--- src/rtl/exec_stage_pkg.sv ---
// Shared types and constants for the execute stage: opcodes, FSM states,
// the registered control slot and the add/subtract helper.
package exec_stage_pkg;

  localparam int unsigned MUL_ITERS = 32;
  localparam int unsigned CNT_W     = $clog2(MUL_ITERS);

  typedef enum logic [2:0] {
    OP_ADD = 3'b000,
    OP_SUB = 3'b001,
    OP_AND = 3'b010,
    OP_OR  = 3'b011,
    OP_XOR = 3'b100,
    OP_MUL = 3'b101,
    OP_CMP = 3'b110,
    OP_SLL = 3'b111
  } alu_op_e;

  typedef enum logic {
    ST_IDLE = 1'b0,
    ST_MUL  = 1'b1
  } exec_state_e;

  typedef struct packed {
    logic [3:0]  rd;
    logic        rwrite;
    logic        we;
    logic        select_mem;
    logic        data_input_s;
    logic        data_input_on;
    logic [31:0] store_data;
  } ctrl_t;

  typedef struct packed {
    logic n;
    logic z;
    logic c;
    logic v;
  } flags_t;

  // Returns {carry, sum}; subtraction is a + ~b + 1, so carry means no-borrow.
  function automatic logic [32:0] add_sub(input logic [31:0] a,
                                          input logic [31:0] b,
                                          input logic        sub);
    logic [31:0] b_eff;
    b_eff = sub ? ~b : b;
    return {1'b0, a} + {1'b0, b_eff} + {32'd0, sub};
  endfunction

endpackage

--- src/rtl/exec_stage_mul.sv ---
// Iterative shift-add multiplier: one multiplier bit per cycle, low 32 bits
// of the unsigned product. The product output is valid in the cycle done=1.
module seq_multiplier
  import exec_stage_pkg::*;
(
  input  logic        clk,
  input  logic        reset,
  input  logic        abort_i,
  input  logic        start_i,
  input  logic [31:0] a_i,
  input  logic [31:0] b_i,
  output logic        busy_o,
  output logic        done_o,
  output logic [31:0] product_o
);

  logic [31:0]      a_q, a_d;
  logic [31:0]      b_q, b_d;
  logic [31:0]      acc_q, acc_d;
  logic [CNT_W-1:0] cnt_q, cnt_d;
  logic             busy_q, busy_d;
  logic [31:0]      acc_step;
  logic             last_iter;

  assign last_iter = (cnt_q == CNT_W'(MUL_ITERS - 1));

  always_comb begin
    acc_step = acc_q + (b_q[0] ? a_q : 32'd0);
    a_d      = a_q;
    b_d      = b_q;
    acc_d    = acc_q;
    cnt_d    = cnt_q;
    busy_d   = busy_q;
    if (abort_i) begin
      busy_d = 1'b0;
      cnt_d  = '0;
    end else if (busy_q) begin
      acc_d = acc_step;
      a_d   = a_q << 1;
      b_d   = b_q >> 1;
      if (last_iter) begin
        busy_d = 1'b0;
        cnt_d  = '0;
      end else begin
        cnt_d = cnt_q + 1'b1;
      end
    end else if (start_i) begin
      a_d    = a_i;
      b_d    = b_i;
      acc_d  = '0;
      cnt_d  = '0;
      busy_d = 1'b1;
    end
  end

  always_ff @(posedge clk) begin
    if (reset) begin
      a_q    <= '0;
      b_q    <= '0;
      acc_q  <= '0;
      cnt_q  <= '0;
      busy_q <= 1'b0;
    end else begin
      a_q    <= a_d;
      b_q    <= b_d;
      acc_q  <= acc_d;
      cnt_q  <= cnt_d;
      busy_q <= busy_d;
    end
  end

  assign busy_o    = busy_q;
  assign done_o    = busy_q && last_iter;
  assign product_o = acc_step;

endmodule

--- src/rtl/exec_stage.sv ---
// Execute stage: single-cycle ALU with NZCV flags, plus a 33-cycle multiply
// that stalls decode while the sequential multiplier iterates.
module exec_stage
  import exec_stage_pkg::*;
(
  input  logic        clk,
  input  logic        reset,
  input  logic        in_valid,
  input  logic [31:0] data1,
  input  logic [31:0] data2,
  input  logic [31:0] imm_extend,
  input  logic [2:0]  alu_signal,
  input  logic        opb_select,
  input  logic [3:0]  rd,
  input  logic        rwrite,
  input  logic        we,
  input  logic        select_mem,
  input  logic        data_input_s,
  input  logic        data_input_on,
  input  logic        flush,
  output logic        stall,
  output logic        out_valid,
  output logic [31:0] alu_result,
  output logic [31:0] store_data,
  output logic [3:0]  out_rd,
  output logic        out_rwrite,
  output logic        out_we,
  output logic        out_select_mem,
  output logic        out_data_input_s,
  output logic        out_data_input_on,
  output logic [3:0]  flags,
  output exec_state_e dbg_state_o
);

  // Handshake: decode holds its register while stall=1; an instruction is
  // consumed at a rising edge with stall=0, and out_valid marks a live slot.

  alu_op_e     op;
  exec_state_e state_q, state_d;
  logic [31:0] opa, opb, opb_eff;
  logic        is_sub;
  logic [32:0] addsub;
  logic [31:0] alu_val;
  flags_t      arith_f;
  ctrl_t       in_ctrl, ctrl_q, ctrl_d, pend_q, pend_d;
  logic [31:0] res_q, res_d;
  logic        valid_q, valid_d;
  flags_t      flags_q, flags_d;
  logic        accept_mul, mul_start, mul_busy, mul_done;
  logic [31:0] mul_product;

  assign op      = alu_op_e'(alu_signal);
  assign opa     = data1;
  assign opb     = opb_select ? imm_extend : data2;
  assign is_sub  = (op != OP_ADD);
  assign opb_eff = is_sub ? ~opb : opb;
  assign addsub  = add_sub(opa, opb, is_sub);

  assign in_ctrl = '{rd: rd, rwrite: rwrite, we: we, select_mem: select_mem,
                     data_input_s: data_input_s, data_input_on: data_input_on,
                     store_data: data2};

  assign accept_mul = (state_q == ST_IDLE) && in_valid && (op == OP_MUL);
  assign mul_start  = accept_mul && !flush;
  assign stall      = !reset && !flush &&
                      (accept_mul || (state_q == ST_MUL && mul_busy && !mul_done));

  always_comb begin
    arith_f.n = addsub[31];
    arith_f.z = (addsub[31:0] == 32'd0);
    arith_f.c = addsub[32];
    arith_f.v = (opa[31] == opb_eff[31]) && (addsub[31] != opa[31]);
  end

  always_comb begin
    unique case (op)
      OP_ADD, OP_SUB: alu_val = addsub[31:0];
      OP_AND:         alu_val = opa & opb;
      OP_OR:          alu_val = opa | opb;
      OP_XOR:         alu_val = opa ^ opb;
      OP_SLL:         alu_val = opa << opb[4:0];
      default:        alu_val = '0;
    endcase
  end

  always_comb begin
    state_d = state_q;
    case (state_q)
      ST_IDLE: if (mul_start) state_d = ST_MUL;
      ST_MUL:  if (flush || mul_done || !mul_busy) state_d = ST_IDLE;
      default: state_d = ST_IDLE;
    endcase
  end

  // Output slot; a multiply's control fields wait in pend_q until it finishes.
  always_comb begin
    res_d   = res_q;
    ctrl_d  = ctrl_q;
    pend_d  = pend_q;
    valid_d = 1'b0;
    flags_d = flags_q;
    if (flush) begin
      ctrl_d.rwrite = 1'b0;
      ctrl_d.we     = 1'b0;
    end else if (state_q == ST_MUL) begin
      if (mul_done) begin
        res_d   = mul_product;
        ctrl_d  = pend_q;
        valid_d = 1'b1;
      end else begin
        ctrl_d.rwrite = 1'b0;
        ctrl_d.we     = 1'b0;
      end
    end else if (accept_mul) begin
      pend_d        = in_ctrl;
      ctrl_d.rwrite = 1'b0;
      ctrl_d.we     = 1'b0;
    end else begin
      valid_d       = in_valid;
      ctrl_d        = in_ctrl;
      ctrl_d.rwrite = in_valid && rwrite && (op != OP_CMP);
      ctrl_d.we     = in_valid && we && (op != OP_CMP);
      if (op != OP_CMP) res_d = alu_val;
      if (in_valid && (op == OP_ADD || op == OP_SUB || op == OP_CMP)) flags_d = arith_f;
    end
  end

  always_ff @(posedge clk) begin
    if (reset) begin
      state_q <= ST_IDLE;
      res_q   <= '0;
      ctrl_q  <= '0;
      pend_q  <= '0;
      valid_q <= 1'b0;
      flags_q <= '0;
    end else begin
      state_q <= state_d;
      res_q   <= res_d;
      ctrl_q  <= ctrl_d;
      pend_q  <= pend_d;
      valid_q <= valid_d;
      flags_q <= flags_d;
    end
  end

  seq_multiplier u_mul (
    .clk       (clk),
    .reset     (reset),
    .abort_i   (flush),
    .start_i   (mul_start),
    .a_i       (opa),
    .b_i       (opb),
    .busy_o    (mul_busy),
    .done_o    (mul_done),
    .product_o (mul_product)
  );

  assign out_valid         = valid_q;
  assign alu_result        = res_q;
  assign store_data        = ctrl_q.store_data;
  assign out_rd            = ctrl_q.rd;
  assign out_rwrite        = ctrl_q.rwrite;
  assign out_we            = ctrl_q.we;
  assign out_select_mem    = ctrl_q.select_mem;
  assign out_data_input_s  = ctrl_q.data_input_s;
  assign out_data_input_on = ctrl_q.data_input_on;
  assign flags             = flags_q;
  assign dbg_state_o       = state_q;

endmodule
--- config.mk ---
export PLATFORM = sky130hd
export DESIGN_NAME = exec_stage
export DESIGN_NICKNAME = d
export VERILOG_FILES = /design/src/rtl/exec_stage_pkg.sv /design/src/rtl/exec_stage_mul.sv /design/src/rtl/exec_stage.sv
export SDC_FILE = /design/constraint.sdc
export NUM_CORES = 1
export LEC_CHECK = 0
export ABC_CLOCK_PERIOD_IN_PS = 6800
export CORE_ASPECT_RATIO = 1.4
export CORE_MARGIN = 3
export CORE_UTILIZATION = 40
export DETAILED_ROUTE_END_ITERATION = 7
export PLACE_DENSITY = 0.66
export REMOVE_ABC_BUFFERS = 1
export SLEW_MARGIN = 0
export SYNTH_ARGS = -nofsm -noshare
export SYNTH_HDL_FRONTEND = slang
export SYNTH_SLANG_ARGS = --single-unit
--- constraint.sdc ---
create_clock -name clk -period 6.8 [get_ports clk]
set_input_delay 1.36 -clock clk [delete_from_list [all_inputs] [get_ports clk]]
set_output_delay 1.36 -clock clk [all_outputs]
set_load 0.005 [all_outputs]
==> metrics.csv <==
stage;metric;value;unit
timing;RSZ-0062 raised after global routing;no;
timing;worst setup margin;1.74;ns
routing;Vias;17000;
timing;setup_tns;0;ns
clock_network;clk slew on worst S/H paths;0.05;ns
setup_path;CP Max Fanout;14;
routing;wire per inst;21.0;µm
clock_network;Clock Tree Root;clkbuf_16;
timing;slew margin rel.;0.244;
setup_path;startpoint class of the critical path;input pin;
setup_path;crit-path max cell delay;0.57;ns
timing;Min Clock Period, post-route;5.06;ns
setup_path;Worst setup EP type;output pin;
placed_design;Port Buffers;192;
die;Die Y;250;µm
clock_network;Worst-Skew Late Latency;0.56;ns
die;area of the die;0.0452;mm²
timing;ratio of final minimum period to clock period;0.744;
routing;initial DRC count;1468;
final_layout;diode count;0;
power;Pleak;7.98;nW
global_routing;vias in the first global route;16600;
global_routing;Tot GR Track Use;0.253;
clock_network;Post-CTS Resized;0;
global_routing;GR peak layer;met2;
timing;clk_skew;0.0213;ns
final_layout;commonest non-fill, non-tap cell in the layout;nand2_1;
yosys;sequential area share after synthesis;0.261;
routing;Pre-Repair DR Iteration Count;6;
yosys;Cell Area, Synth;0.0171;mm²
yosys;synth warn;0;
routing;final WL;60300;µm
flow_run;max cap viols;0;
yosys;Synth Register Bits;222;
setup_path;Worst Path Buf+Inv;3;
placed_design;routability cong.;1.00;
timing;Hold Violations, Final;0;
setup_path;Crit path required time;5.44;ns
final_layout;highest-count cells in the layout ignoring fill and taps;nand2_1, nor2_1, dfxtp_1;
clock_network;clock buffer depth;3;
yosys;EDFF count, synth;0;
clock_network;TritonCTS clock tree;done;
placed_design;Setup Slack @ Placement;1.27;ns
yosys;Syn Area/Cell;7.67;µm²
setup_path;CP delay by family, top;buffers and inverters;
global_routing;gr ovfl total;0;
clock_network;CTS Hold Bufs;0;
die;Core Region;0.0416;mm²
clock_network;TritonCTS buffer count;25;
yosys;Synth Instances;2222;
power;maximum VDD drop;0.161;mV
run_status;outcome;finished clean;
setup_path;critical-path cell list;clkdlybuf4s50_1, buf_4, nand2_1, nor3_1, a21oi_1, nor2_1, clkdlybuf4s50_1;
clock_network;H-tree depth;1;
global_routing;GR Layer Usage met1;0.308;
yosys;asr flop ratio synth;0;
yosys;Synth Flop Type;dfxtp_1;
die;I/O pins;193;
clock_network;TritonCTS Sinks;222;
clock_network;post-CTS setup buffer count;0;
routing;Routed Antenna Nets;0;
setup_path;Worst EP arrival;3.70;ns
final_layout;layout cells sized above 1;0.0536;
setup_path;most frequent CP cell;clkdlybuf4s50_1;
final_layout;Area growth syn-to-layout;17.3;%
min_path;Hold WC Path Type;reg -> reg;
timing;Final Setup Violations;0;
final_layout;final-layout fill cell count;4090;
placed_design;DP HPWL;45400;µm
yosys;Netlist cell types;91;
timing;Max Clock Freq;198;MHz
timing;Slew Viols, Final;0;
global_routing;largest net degree at the start of global routing;80;
routing;Remaining DRCs;0;
final_layout;Nets;2563;
routing;Via-to-Cell Ratio;5.91;
setup_path;kind of critical path;in -> out;
die;die width;180;µm
global_routing;global-route wire length before repair;93000;µm
setup_path;CP max-delay cell;nor3_1;
global_routing;met2 usage;0.435;
die;Site Rows;88;
power;pwr dens;191;mW/mm²
timing;Slew @ Worst Pin;1.12;ns
die;initial core utilization;0.410;
global_routing;global-route met3 utilization;0.0282;
global_routing;initial antenna violation count;0;
==> Yosys cell counts (6+ instances only) <==
cell type / instances / area share
and3_1: 15 / 0.0055
nand3b_1: 10 / 0.0044
o21a_1: 10 / 0.0044
dfxtp_1: 222 / 0.26
nand2b_1: 14 / 0.0051
a21oi_1: 187 / 0.055
inv_1: 82 / 0.018
o211ai_1: 12 / 0.0053
xnor2_1: 33 / 0.017
a221oi_1: 27 / 0.014
buf_2: 9 / 0.0026
nor2b_1: 6 / 0.0022
nor4_1: 6 / 0.0022
o21ai_0: 92 / 0.027
mux2_2: 6 / 0.0040
nor2_1: 244 / 0.054
nand3_1: 45 / 0.013
ha_1: 132 / 0.097
xor2_1: 51 / 0.026
o21ai_1: 6 / 0.0018
a31oi_1: 18 / 0.0066
clkbuf_1: 119 / 0.026
buf_1: 18 / 0.0040
o21bai_1: 8 / 0.0035
a211oi_1: 98 / 0.043
nand2_1: 303 / 0.067
mux2i_1: 146 / 0.086
a21o_1: 33 / 0.015
a22oi_1: 39 / 0.017
mux4_2: 8 / 0.011
or2_2: 7 / 0.0026
nand4_1: 12 / 0.0044
a222oi_1: 15 / 0.0088
and2_1: 37 / 0.014
nor3_1: 42 / 0.012
==> sequential cells by signal, summed over array words and instances (netlist names), 4 cells and up <==
signal	cells
out_rd	4
pend_q	41
u_mul.acc_q	32
u_mul.a_q	32
alu_result	32
u_mul.b_q	32
store_data	32
u_mul.cnt_q	5
flags	4
==> through the flow <==
stage / cells / util / hold slack (ns) / instance area, µm² / total power, W
floorplan: 2061 / - / 0.426 / 16300 / 0.00204
global placement: 2829 / 0.462 / 0.438 / 19200 / 0.00251
detailed placement: 2829 / 0.462 / 0.443 / 19200 / 0.00252
CTS: 2871 / 0.481 / 0.451 / 20000 / 0.00382
global route: 2871 / 0.481 / 0.468 / 20000 / 0.00399
finish: 2871 / 0.481 / 0.449 / 20000 / 0.00381
==> report_power, final <==
group | switching (W) | internal [W] | leakage (nW)
sequential | 0.0000286 | 0.00135 | 1.81
clock | 0.000571 | 0.000733 | 0.365
combinational | 0.000684 | 0.000449 | 5.81
==> per-layer routing <==
layer | share of wire | routed length [µm]
met1 | 0.41 | 24500
met2 | 0.48 | 29100
met3 | 0.058 | 3480
met4 | 0.054 | 3270
met5 | 0 | 0
==> final timing paths <==
| check | start | end | slack, ns | cells past startpoint |
|---|---|---|---|---|
| setup reg to reg | u_mul.b_q[0]$_SDFFE_PP0P_ | alu_result[24]$_SDFFE_PP0P_ | 2.31 | 13 |
| hold reg to reg | u_mul.b_q[15]$_SDFFE_PP0P_ | u_mul.b_q[15]$_SDFFE_PP0P_ | 0.45 | 2 |
| setup / recovery | alu_signal[2] | stall | 1.74 | 7 |
| hold / removal | u_mul.b_q[15]$_SDFFE_PP0P_ | u_mul.b_q[15]$_SDFFE_PP0P_ | 0.45 | 2 |
==> tightest hold or removal path, cell delays in order, from the launching register on <==
cell and delay [ns]:
dfxtp_1 0.30, nand2_1 0.05, a21oi_1 0.05
==> logic make-up after synthesis <==
| group | Yosys count | share of synthesized area |
|---|---|---|
| compound gates | 604 | 0.233 |
| xor+xnor | 84 | 0.0431 |
| fa+ha+maj | 134 | 0.0992 |
| buf+inv | 247 | 0.0614 |
| flops | 222 | 0.261 |
| mux | 161 | 0.102 |
| simple gates | 770 | 0.201 |
==> cell type report <==
cell class                 instances  area, µm²  area share
tap                              540        676      0.0338
clock inverter                     8       73.8     0.00369
clock buffer                      34        679      0.0340
multi-input combinational       1753      11600       0.579
timing repair buffer             228       2210       0.110
inverter                          86        323      0.0161
sequential                       222       4450       0.223
Power figures use the tool's default switching activity.
